`src/rtl/pipe_wb_arb_pkg.sv`:
```
// Shared encodings and default widths for the write-back stage and its queue.
package pipe_wb_arb_pkg;

    localparam int unsigned DW_DEF     = 32;
    localparam int unsigned AW_DEF     = 5;
    localparam int unsigned QDEPTH_DEF = 4;

    // Load-type field from the MEM stage; unlisted codes behave as a word load.
    typedef enum logic [2:0] {
        LD_WORD = 3'd0,
        LD_LB   = 3'd1,
        LD_LBU  = 3'd2,
        LD_LH   = 3'd3,
        LD_LHU  = 3'd4
    } ld_type_e;

    // Write-data source select; unlisted codes write zero.
    typedef enum logic [2:0] {
        SEL_PC4  = 3'd1,
        SEL_DMEM = 3'd4,
        SEL_ALU  = 3'd5
    } wb_sel_e;

endpackage

```
`src/rtl/wb_pend_queue.sv`:
```
// Pending-write FIFO for long-latency results: per-entry valid bits,
// WAW kill by address, and an associative lookup for the ID stage.
module wb_pend_queue
    import pipe_wb_arb_pkg::*;
#(
    parameter int unsigned DW     = DW_DEF,
    parameter int unsigned AW     = AW_DEF,
    parameter int unsigned QDEPTH = QDEPTH_DEF
) (
    input  logic          clk,
    input  logic          rst_n,
    input  logic          push,
    input  logic [AW-1:0] push_addr,
    input  logic [DW-1:0] push_data,
    input  logic          pop,
    input  logic          kill_en,
    input  logic [AW-1:0] kill_addr,
    input  logic [AW-1:0] lk_addr,
    output logic          lk_hit,
    output logic          full,
    output logic          empty,
    output logic          head_valid,
    output logic [AW-1:0] head_addr,
    output logic [DW-1:0] head_data
);

    localparam int unsigned IW = $clog2(QDEPTH);
    localparam int unsigned PW = IW + 1;

    logic [PW-1:0]     wr_ptr;
    logic [PW-1:0]     rd_ptr;
    logic [IW-1:0]     wr_idx;
    logic [IW-1:0]     rd_idx;
    logic [AW-1:0]     addr_q [QDEPTH];
    logic [DW-1:0]     data_q [QDEPTH];
    logic [QDEPTH-1:0] vld_q;
    logic              do_push;
    logic              do_pop;

    assign wr_idx  = wr_ptr[IW-1:0];
    assign rd_idx  = rd_ptr[IW-1:0];
    assign full    = (wr_ptr[PW-1] != rd_ptr[PW-1]) && (wr_idx == rd_idx);
    assign empty   = (wr_ptr == rd_ptr);
    assign do_push = push && !full;
    assign do_pop  = pop && !empty;

    assign head_valid = vld_q[rd_idx];
    assign head_addr  = addr_q[rd_idx];
    assign head_data  = data_q[rd_idx];

    // Entry payload storage; written only on an accepted push.
    always_ff @(posedge clk) begin
        if (do_push) begin
            addr_q[wr_idx] <= push_addr;
            data_q[wr_idx] <= push_data;
        end
    end

    // Pointers and valid bits. Kill is applied first so a same-edge push to the
    // killed address (younger) still lands valid; pop clears its slot so valid
    // bits outside the occupied window are always zero.
    always_ff @(posedge clk or negedge rst_n) begin
        if (!rst_n) begin
            wr_ptr <= '0;
            rd_ptr <= '0;
            vld_q  <= '0;
        end else begin
            for (int unsigned i = 0; i < QDEPTH; i++) begin
                if (kill_en && (addr_q[i] == kill_addr)) begin
                    vld_q[i] <= 1'b0;
                end
            end
            if (do_pop) begin
                vld_q[rd_idx] <= 1'b0;
                rd_ptr        <= rd_ptr + 1'b1;
            end
            if (do_push) begin
                vld_q[wr_idx] <= 1'b1;
                wr_ptr        <= wr_ptr + 1'b1;
            end
        end
    end

    // Hazard lookup over live entries; register $0 never reports a hit.
    always_comb begin
        lk_hit = 1'b0;
        for (int unsigned i = 0; i < QDEPTH; i++) begin
            if (vld_q[i] && (addr_q[i] == lk_addr)) begin
                lk_hit = 1'b1;
            end
        end
        if (lk_addr == '0) begin
            lk_hit = 1'b0;
        end
    end

endmodule

```
`src/rtl/pipe_wb_arb.sv`:
```
// Registered write-back stage: selects and load-extends the MEM/WB result and
// shares the single regfile write port with queued long-latency results.
module pipe_wb_arb
    import pipe_wb_arb_pkg::*;
#(
    parameter int unsigned DW     = DW_DEF,
    parameter int unsigned AW     = AW_DEF,
    parameter int unsigned QDEPTH = QDEPTH_DEF
) (
    input  logic          clk,
    input  logic          rst_n,
    input  logic          in_valid,
    input  logic [DW-1:0] alu_out,
    input  logic [DW-1:0] dmem_out,
    input  logic [DW-1:0] pc4,
    input  logic [AW-1:0] rf_waddr,
    input  logic          rf_wena,
    input  logic [2:0]    rf_mux_sel,
    input  logic [2:0]    ld_type,
    input  logic [1:0]    ld_off,
    input  logic          lu_valid,
    input  logic [AW-1:0] lu_waddr,
    input  logic [DW-1:0] lu_wdata,
    output logic          lu_ready,
    input  logic [AW-1:0] lk_addr,
    output logic          lk_hit,
    output logic [DW-1:0] rf_wdata,
    output logic [AW-1:0] wb_rf_waddr,
    output logic          wb_rf_wena
);

    logic          pipe_wr;
    logic          q_push;
    logic          q_pop;
    logic          q_full;
    logic          q_empty;
    logic          q_head_valid;
    logic [AW-1:0] q_head_addr;
    logic [DW-1:0] q_head_data;
    logic [7:0]    byte_lane;
    logic [15:0]   half_lane;
    logic [DW-1:0] ld_ext;
    logic [DW-1:0] sel_data;

    assign pipe_wr  = in_valid && rf_wena && (rf_waddr != '0);
    assign lu_ready = !q_full;
    assign q_push   = lu_valid && !q_full && (lu_waddr != '0);
    assign q_pop    = !q_empty && !pipe_wr;

    wb_pend_queue #(
        .DW     (DW),
        .AW     (AW),
        .QDEPTH (QDEPTH)
    ) u_queue (
        .clk        (clk),
        .rst_n      (rst_n),
        .push       (q_push),
        .push_addr  (lu_waddr),
        .push_data  (lu_wdata),
        .pop        (q_pop),
        .kill_en    (pipe_wr),
        .kill_addr  (rf_waddr),
        .lk_addr    (lk_addr),
        .lk_hit     (lk_hit),
        .full       (q_full),
        .empty      (q_empty),
        .head_valid (q_head_valid),
        .head_addr  (q_head_addr),
        .head_data  (q_head_data)
    );

    // Lane selection and sign/zero extension of the loaded word.
    always_comb begin
        byte_lane = dmem_out[8*ld_off +: 8];
        half_lane = dmem_out[16*ld_off[1] +: 16];
        case (ld_type)
            LD_LB:   ld_ext = {{(DW-8){byte_lane[7]}}, byte_lane};
            LD_LBU:  ld_ext = {{(DW-8){1'b0}}, byte_lane};
            LD_LH:   ld_ext = {{(DW-16){half_lane[15]}}, half_lane};
            LD_LHU:  ld_ext = {{(DW-16){1'b0}}, half_lane};
            default: ld_ext = dmem_out;
        endcase
    end

    // Write-data source mux.
    always_comb begin
        case (rf_mux_sel)
            SEL_PC4:  sel_data = pc4;
            SEL_DMEM: sel_data = ld_ext;
            SEL_ALU:  sel_data = alu_out;
            default:  sel_data = '0;
        endcase
    end

    // Port register: pipeline write wins; otherwise the queue head drains.
    // A killed head is consumed with the enable low and the port value held.
    always_ff @(posedge clk or negedge rst_n) begin
        if (!rst_n) begin
            wb_rf_wena  <= 1'b0;
            wb_rf_waddr <= '0;
            rf_wdata    <= '0;
        end else if (pipe_wr) begin
            wb_rf_wena  <= 1'b1;
            wb_rf_waddr <= rf_waddr;
            rf_wdata    <= sel_data;
        end else if (q_pop) begin
            wb_rf_wena <= q_head_valid;
            if (q_head_valid) begin
                wb_rf_waddr <= q_head_addr;
                rf_wdata    <= q_head_data;
            end
        end else begin
            wb_rf_wena <= 1'b0;
        end
    end

endmodule

```
`config.mk`:
```
export PLATFORM = sky130hd
export DESIGN_NAME = pipe_wb_arb
export DESIGN_NICKNAME = d
export VERILOG_FILES = /design/src/rtl/pipe_wb_arb_pkg.sv /design/src/rtl/wb_pend_queue.sv /design/src/rtl/pipe_wb_arb.sv
export SDC_FILE = /design/constraint.sdc
export NUM_CORES = 1
export LEC_CHECK = 0
export ABC_AREA = 1
export BUFFER_PORTS_ARGS = -buffer_cell sky130_fd_sc_hd__buf_4
export CORE_MARGIN = 1.5
export CORE_UTILIZATION = 40
export CTS_CLUSTER_DIAMETER = 100
export DETAILED_ROUTE_END_ITERATION = 8
export SYNTH_ARGS = -nofsm -noshare
export SYNTH_HDL_FRONTEND = slang
export SYNTH_SLANG_ARGS = --single-unit
export TNS_END_PERCENT = 20
```
`constraint.sdc`:
```
create_clock -name clk -period 7.8 [get_ports clk]
set_input_delay 0.39 -clock clk [delete_from_list [all_inputs] [get_ports clk]]
set_output_delay 0.39 -clock clk [all_outputs]
set_load 0.01 [all_outputs]
```
==> impl_results.md <==
* Result of the run: finished, final reports clean
* Worst rel slew slack at roughly a quarter
* Reg2reg path depth at 9
* Count of antenna-violating nets left after detailed routing at 0
* Number of levels in the clock H-tree at 4
* Total wirelength of the detailed-routed design at ~29 mm
* Global-route wire length before repair at approximately 44 mm
* Max Cap Violations at 0
* CTS sink count at ~200
* Synth Warn # at 0
* # diodes at 0
* Worst setup path startpoint: u_queue.rd_ptr[0]$_DFFE_PN0N_
* Maximum single-stage delay on the critical path at 0.59 ns
* Post-route fraction of the period consumed by the critical path at a little over a third
* Critical path arrival at 2.87 ns
* Pins Over Slew Limit at 0
* Critical path launch point type: flip-flop
* Largest net degree at the start of global routing at 77
* Setup CP Type: flip-flop to flip-flop
* Fillers at around 2300
* Slowest cell on the critical path: sky130_fd_sc_hd__buf_4
* Number of rows created at floorplan at 57
* Gr usage total at 22.0%
* Endpoint of the lowest-slack register-to-register path: u_queue.data_q[1][2]$_DFFE_PP_
* Footprint of the flip-flops and latches at 0.00565 sq mm
* Share of flip-flops with an asynchronous set or reset at approximately 24%
* Average footprint of a synthesized cell at ~9 sq um
* Via Count at 8243
* Pre-Repair DR Iteration Count at 4
* Source-to-sink clock delay at the later pin of the worst-skew pair at between 0.4 and 0.5 ns
* Worst Path Max Fanout at 76
* Cell taking the most area after synthesis: sky130_fd_sc_hd__edfxtp_1
* Gates resized, CTS repair at 0
* Post-DP HPWL at 19.8 mm
* Number of placed I/O pins at approximately 200
* Share of synthesized area occupied by flip-flops and latches at between 50% and 60%
* Leak Pwr at approximately 5.2 nW
* Post-route clock skew at about 0.016 ns
* Top-count cell post-synth: sky130_fd_sc_hd__nand2_1
* Required time of the critical path at between 7 and 8 ns
* Total power consumption of the routed design at about 4.0 mW
* Placed cell count at around 1600
* Final-report setup violation count at 0
* Layout-stage area growth over the synthesis result at 22.9%
* Final period demand of the worst path at roughly 2.8 ns
* Maximum operating frequency at between 0.3 and 0.4 GHz
* Slew @ Worst Pin at ~1.1 ns
* Class of the tightest hold or removal check: input pin to async pin
* Routed wirelength normalized by instance count at roughly 18 um
* Share of Yosys cell area claimed by the top area cell type at around 45%
* DIE AREA at roughly 0.026 sq mm
* Unique cell type count in the Yosys netlist at 31
* Post-detailed-route DRC marker count at 0
* Setup TNS at 0 ns
* Cts hold-fix bufs at 0
* Peak VDD IR at approximately 0.19 mV
* Leading post-synthesis cells by cell area: sky130_fd_sc_hd__edfxtp_1, sky130_fd_sc_hd__dfrtp_1, sky130_fd_sc_hd__nand2_1, sky130_fd_sc_hd__o21ai_0, sky130_fd_sc_hd__nor2_1
* Minimum setup slack among reg-to-reg paths at 5.00 ns
* Count of input and output buffers at 195
* Number of violations reported at the end of detailed-routing iteration 0 at roughly 730
* Last weighted congestion value of the routability-driven placer at approximately 0.90
* Source of the worst register-to-register timing path: u_queue.rd_ptr[0]$_DFFE_PN0N_
* Nets at roughly 1400
* Vias per std cell at 5.14
* Number of global-route vias before repair at roughly 7800
* Worst-path cell chain: buf_4 > xor2_1 > a21oi_2 > nand2_1 > nand2_1 > inv_1 > nand2_1 > inv_1 > buf_4
* Final standard cell utilization of the core at 50.1%
* Starting Density at between 40% and 50%
* Power per standard cell area at 329 mW/mm^2
* Number of buffers on the longest clock path at 2
* Hold Fails Final Rpt at 0
* Cell at the root of the clock tree: sky130_fd_sc_hd__clkbuf_16
* Initial antenna violation count at 0
* Setup repair after global routing missed its margin: false
* Synthesized netlist cell count at 1101
* Area of the mapped netlist at between 0.009 and 0.01 sq mm
* Cell types with the highest counts after synthesis: sky130_fd_sc_hd__nand2_1, sky130_fd_sc_hd__nor2_1, sky130_fd_sc_hd__edfxtp_1, sky130_fd_sc_hd__o21ai_0, sky130_fd_sc_hd__a21oi_1
* Number of cells in the finished layout apart from fillers at approximately 1600
* Clock tree from TritonCTS: done
* Share of final-layout standard cells stronger than drive strength 1 at 21.1%
* Core box area at between 0.02 and 0.025 sq mm
* CP Capture Type: flip-flop
* Area taken by multi-input logic gates at approximately 0.0036 sq mm
* Horizontal extent of the die at 160 um
* Syn nets at between 1000 and 1500
* Most repeated library cell on the critical path: sky130_fd_sc_hd__nand2_1
* Number of synthesized register bits at approximately 200
* Most used DFF post-synth: sky130_fd_sc_hd__edfxtp_1
* CTS Buf Count at 17
* Number of flops mapped to enable cells by yosys at 148
* Overflow left after global routing at 0
* Setup bufs post-CTS at 0
* Floorplan die height at 160 um
* Clk slew on worst S/H paths at 0.07 ns
-- critical path: cells and delay by family (launching register included) --
family / cells / cell delay [ns]
buffers and inverters: 4 / 1.44
flip-flops: 1 / 0.36
AND/OR/NAND/NOR: 3 / 0.32
XOR/XNOR: 1 / 0.23
AO/OA/AOI/OAI: 1 / 0.06
-- metrics by stage --
| step | hold WS, ns | cell area (sq um) | worst slack, ns |
|---|---|---|---|
| 2_1_floorplan | 0.0944 | 9920 | 4.74 |
| 3_3_place_gp | 0.479 | 11600 | 5.04 |
| 3_5_place_dp | 0.481 | 11600 | 4.98 |
| 4_1_cts | 0.0316 | 12200 | 4.97 |
| 5_1_grt | 0.0530 | 12200 | 4.71 |
| 6_report | 0.00287 | 12200 | 5.00 |
-- power breakdown --
part / switching [mW] / leakage [nW] / total, mW / internal, mW
registers: 0.141 / 1.92 / 1.59 / 1.45
logic: 0.997 / 3.02 / 1.54 / 0.542
clock network: 0.415 / 0.295 / 0.878 / 0.463
total: 1.55 / 5.23 / 4.01 / 2.45
-- kinds of logic after synthesis --
logic type	count (synthesis)	synth area share (%)
AO/OA/AOI/OAI	293	15.6
flip-flops	196	56.9
buffers and inverters	162	6.89
AND/OR/NAND/NOR	417	17.4
XOR/XNOR	25	2.21
adder cells (fa/ha/maj)	8	1.01
-- cell usage in the layout (no fill, tap or decap), types with 3 or more instances in the layout --
cell                        Yosys  final
sky130_fd_sc_hd__a21oi_1      113    113
sky130_fd_sc_hd__xnor2_1        8      8
sky130_fd_sc_hd__nand3_2        4      4
sky130_fd_sc_hd__inv_6          0      5
sky130_fd_sc_hd__edfxtp_1     148    148
sky130_fd_sc_hd__nor3_1         3      3
sky130_fd_sc_hd__xor2_1        17     17
sky130_fd_sc_hd__dfrtp_1       48     47
sky130_fd_sc_hd__o21ai_1       12     12
sky130_fd_sc_hd__nand2_4        4      4
sky130_fd_sc_hd__a21oi_2        7      7
sky130_fd_sc_hd__buf_4         10    205
sky130_fd_sc_hd__o22ai_1       39     39
sky130_fd_sc_hd__nand2_2        3      3
sky130_fd_sc_hd__o21ai_0      121    121
sky130_fd_sc_hd__nor2_1       160    159
sky130_fd_sc_hd__nand3_1       38     38
sky130_fd_sc_hd__inv_1         97     97
sky130_fd_sc_hd__nand4_1        4      4
sky130_fd_sc_hd__nand2_1      194    194
sky130_fd_sc_hd__ha_1           8      8
sky130_fd_sc_hd__clkbuf_16      0     19
sky130_fd_sc_hd__clkinv_4       0      3
sky130_fd_sc_hd__inv_2          8      8
-- worst max path at each step --
stage | slack, ns | end | cells after the start
floorplan | 4.74 | u_queue.addr_q[3][0]$_DFFE_PP_ | 6
global placement | 5.04 | u_queue.data_q[2][29]$_DFFE_PP_ | 9
detailed placement | 4.98 | u_queue.data_q[2][26]$_DFFE_PP_ | 9
CTS | 4.97 | u_queue.data_q[2][16]$_DFFE_PP_ | 9
global route | 4.71 | wb_rf_waddr[1]$_DFFE_PN0P_ | 8
finish | 5.00 | u_queue.data_q[1][2]$_DFFE_PP_ | 9
-- flip-flops by register name, indices dropped and copies added, names as in the netlist --
register and count:
u_queue.vld_q 4, wb_rf_waddr 5, wb_rf_wena 1, rf_wdata 32, u_queue.addr_q 20, u_queue.wr_ptr 3
u_queue.rd_ptr 3, u_queue.data_q 128
-- cell type report --
class	count	area share, %
tap	324	3.32
sequential	196	46.3
clock inverter	13	1.09
clock buffer	19	3.90
inverter	105	3.23
multi-input combinational	743	29.5
timing repair buffer	205	12.6
-- per-layer routing --
layer,routed length (um),up-vias,track usage [%]
met1,12300,3890,28.5
met5,0,-,0
met4,462,0,5.86
met2,14000,281,37.9
li1,-,4043,-
met3,1870,29,4.16
Note: power is estimated with default switching activity, not from simulation.
